--- config.mk ---
export PLATFORM = sky130hd
export DESIGN_NAME = alu_sequencer
export DESIGN_NICKNAME = d
export VERILOG_FILES = /design/src/rtl/alu_sequencer.sv
export SDC_FILE = /design/constraint.sdc
export NUM_CORES = 1
export LEC_CHECK = 0
export CAP_MARGIN = 10
export CORE_MARGIN = 8
export CORE_UTILIZATION = 54
export CTS_CLUSTER_DIAMETER = 100
export CTS_CLUSTER_SIZE = 8
export DETAILED_ROUTE_END_ITERATION = 10
export PLACE_DENSITY = 0.75
export SYNTH_ARGS = -nofsm -noshare
export SYNTH_HDL_FRONTEND = slang
export SYNTH_SLANG_ARGS = --single-unit
--- constraint.sdc ---
create_clock -name clk -period 13.58 [get_ports clk]
set_clock_uncertainty 0.05 [all_clocks]
set_input_delay 2.716 -clock clk [delete_from_list [all_inputs] [get_ports clk]]
set_output_delay 2.716 -clock clk [all_outputs]
set_load 0.02 [all_outputs]
--- src/rtl/alu_sequencer.sv ---
// alu_sequencer: single-request 8-bit ALU sequencer with ready/valid handshakes.
//
// Each request is accepted in IDLE, spends EXEC_CYCLES edges in EXEC and is then
// presented in DONE until the consumer takes it. Only one operation is in flight
// at a time.
//
// Parameters:
//   EXEC_CYCLES  1..15, number of edges spent in EXEC before the result is shown
//
// Ports:
//   clk        in   clock, rising edge
//   rst_n      in   asynchronous active-low reset
//   in_valid   in   request present
//   in_ready   out  high only in IDLE
//   op[2:0]    in   000 add, 001 sub, 010 mul, 011 div, 100 eq, 101 gt, 110 lt, 111 reserved
//   a[7:0]     in   operand A
//   b[7:0]     in   operand B
//   out_valid  out  high only in DONE
//   out_ready  in   consumer takes the result
//   result     out  16-bit result, held through DONE
//   flag       out  compare outcome (compare ops only)
//   err        out  divide-by-zero or reserved op
//   op_count   out  completed-operation counter, wraps 255->0
//   acc_sel    in   (ACC_CHAIN_EN only) use the accumulator as operand A
//
// Build option: define ACC_CHAIN_EN to add the acc_sel port and an 8-bit
// accumulator that captures result[7:0] of every delivered operation.
module alu_sequencer #(
    parameter int EXEC_CYCLES = 1
) (
    input  logic        clk,
    input  logic        rst_n,
    input  logic        in_valid,
    output logic        in_ready,
    input  logic [2:0]  op,
    input  logic [7:0]  a,
    input  logic [7:0]  b,
    output logic        out_valid,
    input  logic        out_ready,
    output logic [15:0] result,
    output logic        flag,
    output logic        err,
    output logic [7:0]  op_count
`ifdef ACC_CHAIN_EN
    ,
    input  logic        acc_sel
`endif
);

    localparam logic [1:0] S_IDLE = 2'b00;
    localparam logic [1:0] S_EXEC = 2'b01;
    localparam logic [1:0] S_DONE = 2'b10;

    // The counter counts down to zero; the zero cycle is the final EXEC edge.
    localparam logic [3:0] CNT_LOAD = 4'(EXEC_CYCLES - 1);

    logic [1:0]  state_q, state_d;
    logic [3:0]  cnt_q, cnt_d;
    logic [2:0]  op_q, op_d;
    logic [7:0]  a_q, a_d;
    logic [7:0]  b_q, b_d;
    logic [15:0] result_q, result_d;
    logic        flag_q, flag_d;
    logic        err_q, err_d;
    logic [7:0]  op_count_q, op_count_d;
`ifdef ACC_CHAIN_EN
    logic [7:0]  acc_q, acc_d;
`endif

    // Returns {err, flag, result} for one operation on latched operands.
    function automatic logic [17:0] alu_eval(input logic [2:0] op_i,
                                             input logic [7:0] x,
                                             input logic [7:0] y);
        logic [15:0] r;
        logic [7:0]  lo;
        logic        f;
        logic        e;
        r  = 16'h0000;
        lo = 8'h00;
        f  = 1'b0;
        e  = 1'b0;
        case (op_i)
            3'b000: begin
                lo = x + y;
                r  = {8'h00, lo};
            end
            3'b001: begin
                lo = x - y;
                r  = {8'h00, lo};
            end
            3'b010: r = {8'h00, x} * {8'h00, y};
            3'b011: begin
                if (y == 8'h00) begin
                    e = 1'b1;
                end else begin
                    r = {x % y, x / y};
                end
            end
            3'b100: f = (x == y);
            3'b101: f = (x > y);
            3'b110: f = (x < y);
            default: e = 1'b1;
        endcase
        return {e, f, r};
    endfunction

    always_comb begin
        state_d    = state_q;
        cnt_d      = cnt_q;
        op_d       = op_q;
        a_d        = a_q;
        b_d        = b_q;
        result_d   = result_q;
        flag_d     = flag_q;
        err_d      = err_q;
        op_count_d = op_count_q;
`ifdef ACC_CHAIN_EN
        acc_d      = acc_q;
`endif
        case (state_q)
            S_IDLE: begin
                if (in_valid) begin
                    state_d = S_EXEC;
                    cnt_d   = CNT_LOAD;
                    op_d    = op;
                    b_d     = b;
`ifdef ACC_CHAIN_EN
                    a_d     = acc_sel ? acc_q : a;
`else
                    a_d     = a;
`endif
                end
            end
            S_EXEC: begin
                if (cnt_q == 4'd0) begin
                    state_d = S_DONE;
                    {err_d, flag_d, result_d} = alu_eval(op_q, a_q, b_q);
                end else begin
                    cnt_d = cnt_q - 4'd1;
                end
            end
            S_DONE: begin
                if (out_ready) begin
                    state_d    = S_IDLE;
                    op_count_d = op_count_q + 8'd1;
`ifdef ACC_CHAIN_EN
                    acc_d      = result_q[7:0];
`endif
                end
            end
            default: state_d = S_IDLE;
        endcase
    end

    always_ff @(posedge clk or negedge rst_n) begin
        if (!rst_n) begin
            state_q    <= S_IDLE;
            cnt_q      <= 4'd0;
            op_q       <= 3'd0;
            a_q        <= 8'h00;
            b_q        <= 8'h00;
            result_q   <= 16'h0000;
            flag_q     <= 1'b0;
            err_q      <= 1'b0;
            op_count_q <= 8'h00;
`ifdef ACC_CHAIN_EN
            acc_q      <= 8'h00;
`endif
        end else begin
            state_q    <= state_d;
            cnt_q      <= cnt_d;
            op_q       <= op_d;
            a_q        <= a_d;
            b_q        <= b_d;
            result_q   <= result_d;
            flag_q     <= flag_d;
            err_q      <= err_d;
            op_count_q <= op_count_d;
`ifdef ACC_CHAIN_EN
            acc_q      <= acc_d;
`endif
        end
    end

    assign in_ready  = (state_q == S_IDLE);
    assign out_valid = (state_q == S_DONE);
    assign result    = result_q;
    assign flag      = flag_q;
    assign err       = err_q;
    assign op_count  = op_count_q;

endmodule

[After elaboration in Yosys (flattened, before gate mapping)]
Index checks and enable logic that the tools add are counted.
Word-level totals
  flip-flop bits (word level): 51
  bits of input ports: 23
  output and inout bits: 28
  word-level logic and storage cells: 54
Operators by class
  add/subtract/negate cells: 4
  multipliers: 1
  div/mod/pow operators: 2
  $lt $le $gt $ge: 2
  equality and inequality tests: 13
  muxes and demuxes: 12
  reductions and logical operators: 11
Operator list (count)
  one-hot mux 16 bit (4 select lines): 1
  multiplier 8 x 8 -> 16 bit: 1
  two-way mux 16 bit: 1
  == test 3 bit, second input constant: 3
  adder 8 x 1 -> 8 bit, second input constant: 1
  adder 8 bit: 1
  divider 8 x 8 -> 8 bit: 1
  == test 8 bit: 1
  greater-than comparator 8 bit: 1
  logical NOT 8 bit: 1
  < comparator 8 bit: 1
  modulo 8 x 8 -> 8 bit: 1
  two-way mux 4 bit: 2
  one-hot mux 4 bit (2 select lines): 1
  subtractor 8 bit: 1
  == test 3 x 2 -> 1 bit, second input constant: 2
  two-way mux 2 bit: 3
  != test 2 bit, second input constant: 3
  one-hot mux 2 bit (3 select lines): 1
  AND reduction 2 bit: 3
  AND reduction 3 bit: 2
  OR reduction 6 bit: 1
  logical NOT 4 bit: 1
  subtractor 4 x 1 -> 4 bit, second input constant: 1
  other kinds (10): 10

[Longest topological paths before layout]
  depth after elaboration: 3
  depth in mapped cells: 51

[Worst setup path before layout]
No wires, ideal clock.
  path kind: flip-flop to flip-flop
  start point: reg b_q[5]
  end point: reg result_q[15], in the netlist result[15]
  setup time: 0.127 ns
  arrival: 11.149 ns
  data required time: 13.403 ns
  slack: 2.254 ns
  cell stages (with the launch flop): 47
  clock period less this slack: 11.326 ns
  cell sequence: dfrtp_1 > buf_6 > nor3_1 > nand2_1 > nor2_1 > a21oi_1 > a21oi_1 > ha_1 > nor4b_1 > nor3_1 > o22a_1 > ha_1 > o211ai_1 > a211oi_4 > mux2i_1 > ha_1 > o211a_1 > o21a_1 > [... 11 more ...] > a41oi_1 > inv_1 > mux2_2 > a31o_2 > ha_1 > a21o_1 > a31o_2 > a31oi_1 > mux2_2 > a31o_2 > ha_1 > and4_1 > a311oi_1 > a21oi_1 > o21ai_0 > o21ai_0 > a221oi_1 > nor2_1
On the way
  longest elaborated chain between the ends: 3
RTL lines
  start: declaration: line 61  | logic [7:0] b_q, b_d;
  start signal: assignment: line 161  | b_q <= 8'h00;
  start signal: assignment: line 174  | b_q <= b_d;
  modulo 8 x 8 -> 8 bit or logical NOT 8 bit (tied branches): line 96, 93
  two-way mux 16 bit: line 93  | if (y == 8'h00) begin
  one-hot mux 16 bit (4 select lines) *: line 82  | case (op_i)
  end signal: assignment: line 175  | result_q <= result_d;
  end: declaration: line 62  | logic [15:0] result_q, result_d;
Every way passes the cells marked *; elsewhere a longest branch is shown, timed or not.
A chain may end at the register's enable or synchronous reset.

[Final worst setup path]
  start point: reg b_q[7]
  end point: reg result_q[15], in the netlist result[15]
Same word-level chain as after synthesis.

==> metrics.md <==
| Metric | Value |
|---|---|
| Status | finished clean |
| Die Area | 16100 um2 |
| H-tree level count | 2 |
| Clock buffer count from CTS | 5 |
| Ranking of synthesized cells by area | dfrtp_1, ha_1, fa_1 |
| Fillers | roughly 1100 |
| Max Clock Freq | 78.4 MHz |
| Sequential share of the synthesized area | 19.3% |
| Post-Synthesis Cell Area | roughly 6600 um2 |
| Hpwl dp | ~16 mm |
| Rows | 40 |
| Layout Nets | between 900 and 1000 |
| Asr flop ratio synth | 100% |
| Commonest non-fill, non-tap cell in the layout | ha_1 |
| Remaining Overflow, GRT | 0 |
| Commonest non-fill, non-tap cells in the layout | ha_1, inv_1, nand2_1, nor2_1, dfrtp_1 |
| Met2 Use GR | around 42% |
| GRT Resource Usage Total | 25.9% |
| Worst-Skew Late Latency | 0.31 ns |
| RSZ-0062 raised after global routing | no |
| First-pass GRT wire length | about 32 mm |
| Crit path max fanout | 16 |
| Initial antenna violation count | 0 |
| Setup TNS | 0 ns |
| Die Span Y | between 100 and 150 um |
| Antenna Violating Nets Remaining | 0 |
| Die Width | 127 um |
| Synthesized instance count | 780 |
| Number of max-cap violations | 0 |
| Vias in the first global route | just under 6000 |
| Initial Util | a little under three fifths |
| Clock tree buffer depth | 2 |
| Synth warn | 0 |
| Dpl cells | 959 |
| Root buffer cell | clkbuf_16 |
| CP peak stage delay | between 0.4 and 0.5 ns |
| Post-synth top flop | dfrtp_1 |
| HP Class | reg2reg |
| IO Count | 51 |
| P&R area growth vs syn | 12.0% |
| Min cycle time layout | 12.76 ns |
| Layout Cells excl Fill | about 970 |
| Clock-pin slew on the worst setup and hold paths | 0.08 ns |
| Synth Register Bits | 51 |
| CP Class | reg2reg |
| Grt peak-use layer | met2 |
| Worst-path cell with the longest stage delay | nor3_1 |
| CP bufs+invs | 4 |
| TritonCTS clock tree | done |
| Core box area | around 12000 um2 |
| Worst rel slew slack | a little over two fifths |
| Fin. Hold Viols | 0 |
| Post-Syn Nets | ~940 |
| Worst Max-Slew Pin Slew | roughly 0.85 ns |
| Crit path required time | between 10 and 15 ns |
| Tcrit/Tclk final | 93.9% |
| WP data arrival | 12.89 ns |
| CP Capture Type | register |
| DRT Pass-1 Iters | 5 |
| Fin util | approximately three fifths |
| Synth area leader | dfrtp_1 |
| Slew Limit Fails | 0 |
| Final setup fails | 0 |
| DR WL/cell | 21.1 um |
| Syn_area_per_cell | between 8 and 9 um2 |
| Final WL | 20.4 mm |
| Synth cell types | between 60 and 70 |
| Delay-heaviest family, CP | compound AO/OA/AOI/OAI gates |
| Via count | just under 6000 |
| Met3 Usage GRT | between 4 and 5% |
| GRT met1 Usage | approximately a third |
| Initial DRC count | between 400 and 500 |
| Antenna Cells | 0 |
| Largest net degree at the start of global routing | 52 |
| Worst setup SP type | register |
| Via density per instance | around 6.2 |
| Top cell type's share of synthesized area | 19.3% |
| DRC errors left | 0 |
| Port Buffers | 50 |
| Hold_ws | approximately 0.43 ns |
| GPL Wtd Cong | between 0.9 and 1 |
| Share of cells above drive strength 1 | under 10% |
| Hold buffer count at CTS | 0 |
| Post-synth EDFFs | 0 |
| CTS sink count | 51 |
| Most Frequent Cell on Critical Path | ha_1 |
## through the flow
stage | instance area [um2] | setup WS, ns
2_1_floorplan | 6620 | 2.25
6_report | 7410 | 0.823
3_5_place_dp | 7250 | 0.423
3_3_place_gp | 7250 | 0.791
5_1_grt | 7410 | 0.0570
4_1_cts | 7400 | 0.387
## repair_timing
item,4_1_cts,5_1_grt
gates resized for setup,0,4
endpoints found under the setup margin,0,9
setup buffers,0,0
## path summary, 6_finish.rpt
| path | slack [ns] | endpoint | startpoint | depth (start not counted) |
|---|---|---|---|---|
| setup / recovery | 0.82 | result[15] | b_q[7] | 47 |
| hold / removal | 0.43 | op_count[7] | op_count[7] | 1 |
| setup reg to reg | 0.82 | result[15] | b_q[7] | 47 |
| hold reg to reg | 0.43 | op_count[7] | op_count[7] | 1 |
| max in group asynchronous | 10.52 | cnt_q[3] | rst_n | 2 |
| min in group asynchronous | 2.50 | result[4] | rst_n | 2 |
## cells by family after synthesis
kind of cell	share of synthesized area (%)
AND/OR/NAND/NOR	16.4
AO/OA/AOI/OAI	19.0
adder cells (fa/ha/maj)	29.6
buffers and inverters	6.71
flip-flops	19.3
XOR/XNOR	5.29
multiplexers	3.78
## cells in the mapped netlist, types with 8 or more instances
master and n:
inv_1 85, a21oi_1 39, nand2_1 74, a31oi_1 10, a21o_1 13, and2_1 15
mux2_2 16, fa_1 39, clkbuf_1 23, o21ai_0 52, nand3_1 9, ha_1 94
dfrtp_1 51, xnor2_1 29, xor2_1 11, or3_1 8, nand2b_1 10, o21a_1 10
nor2_1 60, nor3_1 21, nor2b_1 11
## registers in the layout (all words and copies together), names as in the netlist
signal and cells:
err 1, b_q 8, cnt_q 4, state_q 2, result 16, a_q 8, op_q 3, flag 1
op_count 8
## worst register-to-register path, delay by kind of cell, from the launching register on
family          cells  cell delay [ns]
compound gates     22             5.50
simple gates        9             2.08
fa+ha+maj           7             2.08
mux                 5             1.80
buf+inv             4             0.76
flops               1             0.36
## routing by layer
layer	share of wire, %	routed length (um)	vias to the layer above
li1	-	-	2777
met5	0	0	-
met1	42	8550	2917
met3	7.1	1440	47
met4	4.1	839	0
met2	47	9550	214
## cell type report
type / count / area (um2) / area share, %
timing repair buffer: 60 / 571 / 7.70
clock buffer: 5 / 125 / 1.69
multi-input combinational: 615 / 4900 / 66.2
clock inverter: 3 / 27.5 / 0.371
sequential: 51 / 1280 / 17.2
inverter: 86 / 323 / 4.36
tap: 147 / 184 / 2.48
Power is not shown: default switching activity piles up to over one toggle a cycle in this logic, so the estimate is an artifact.
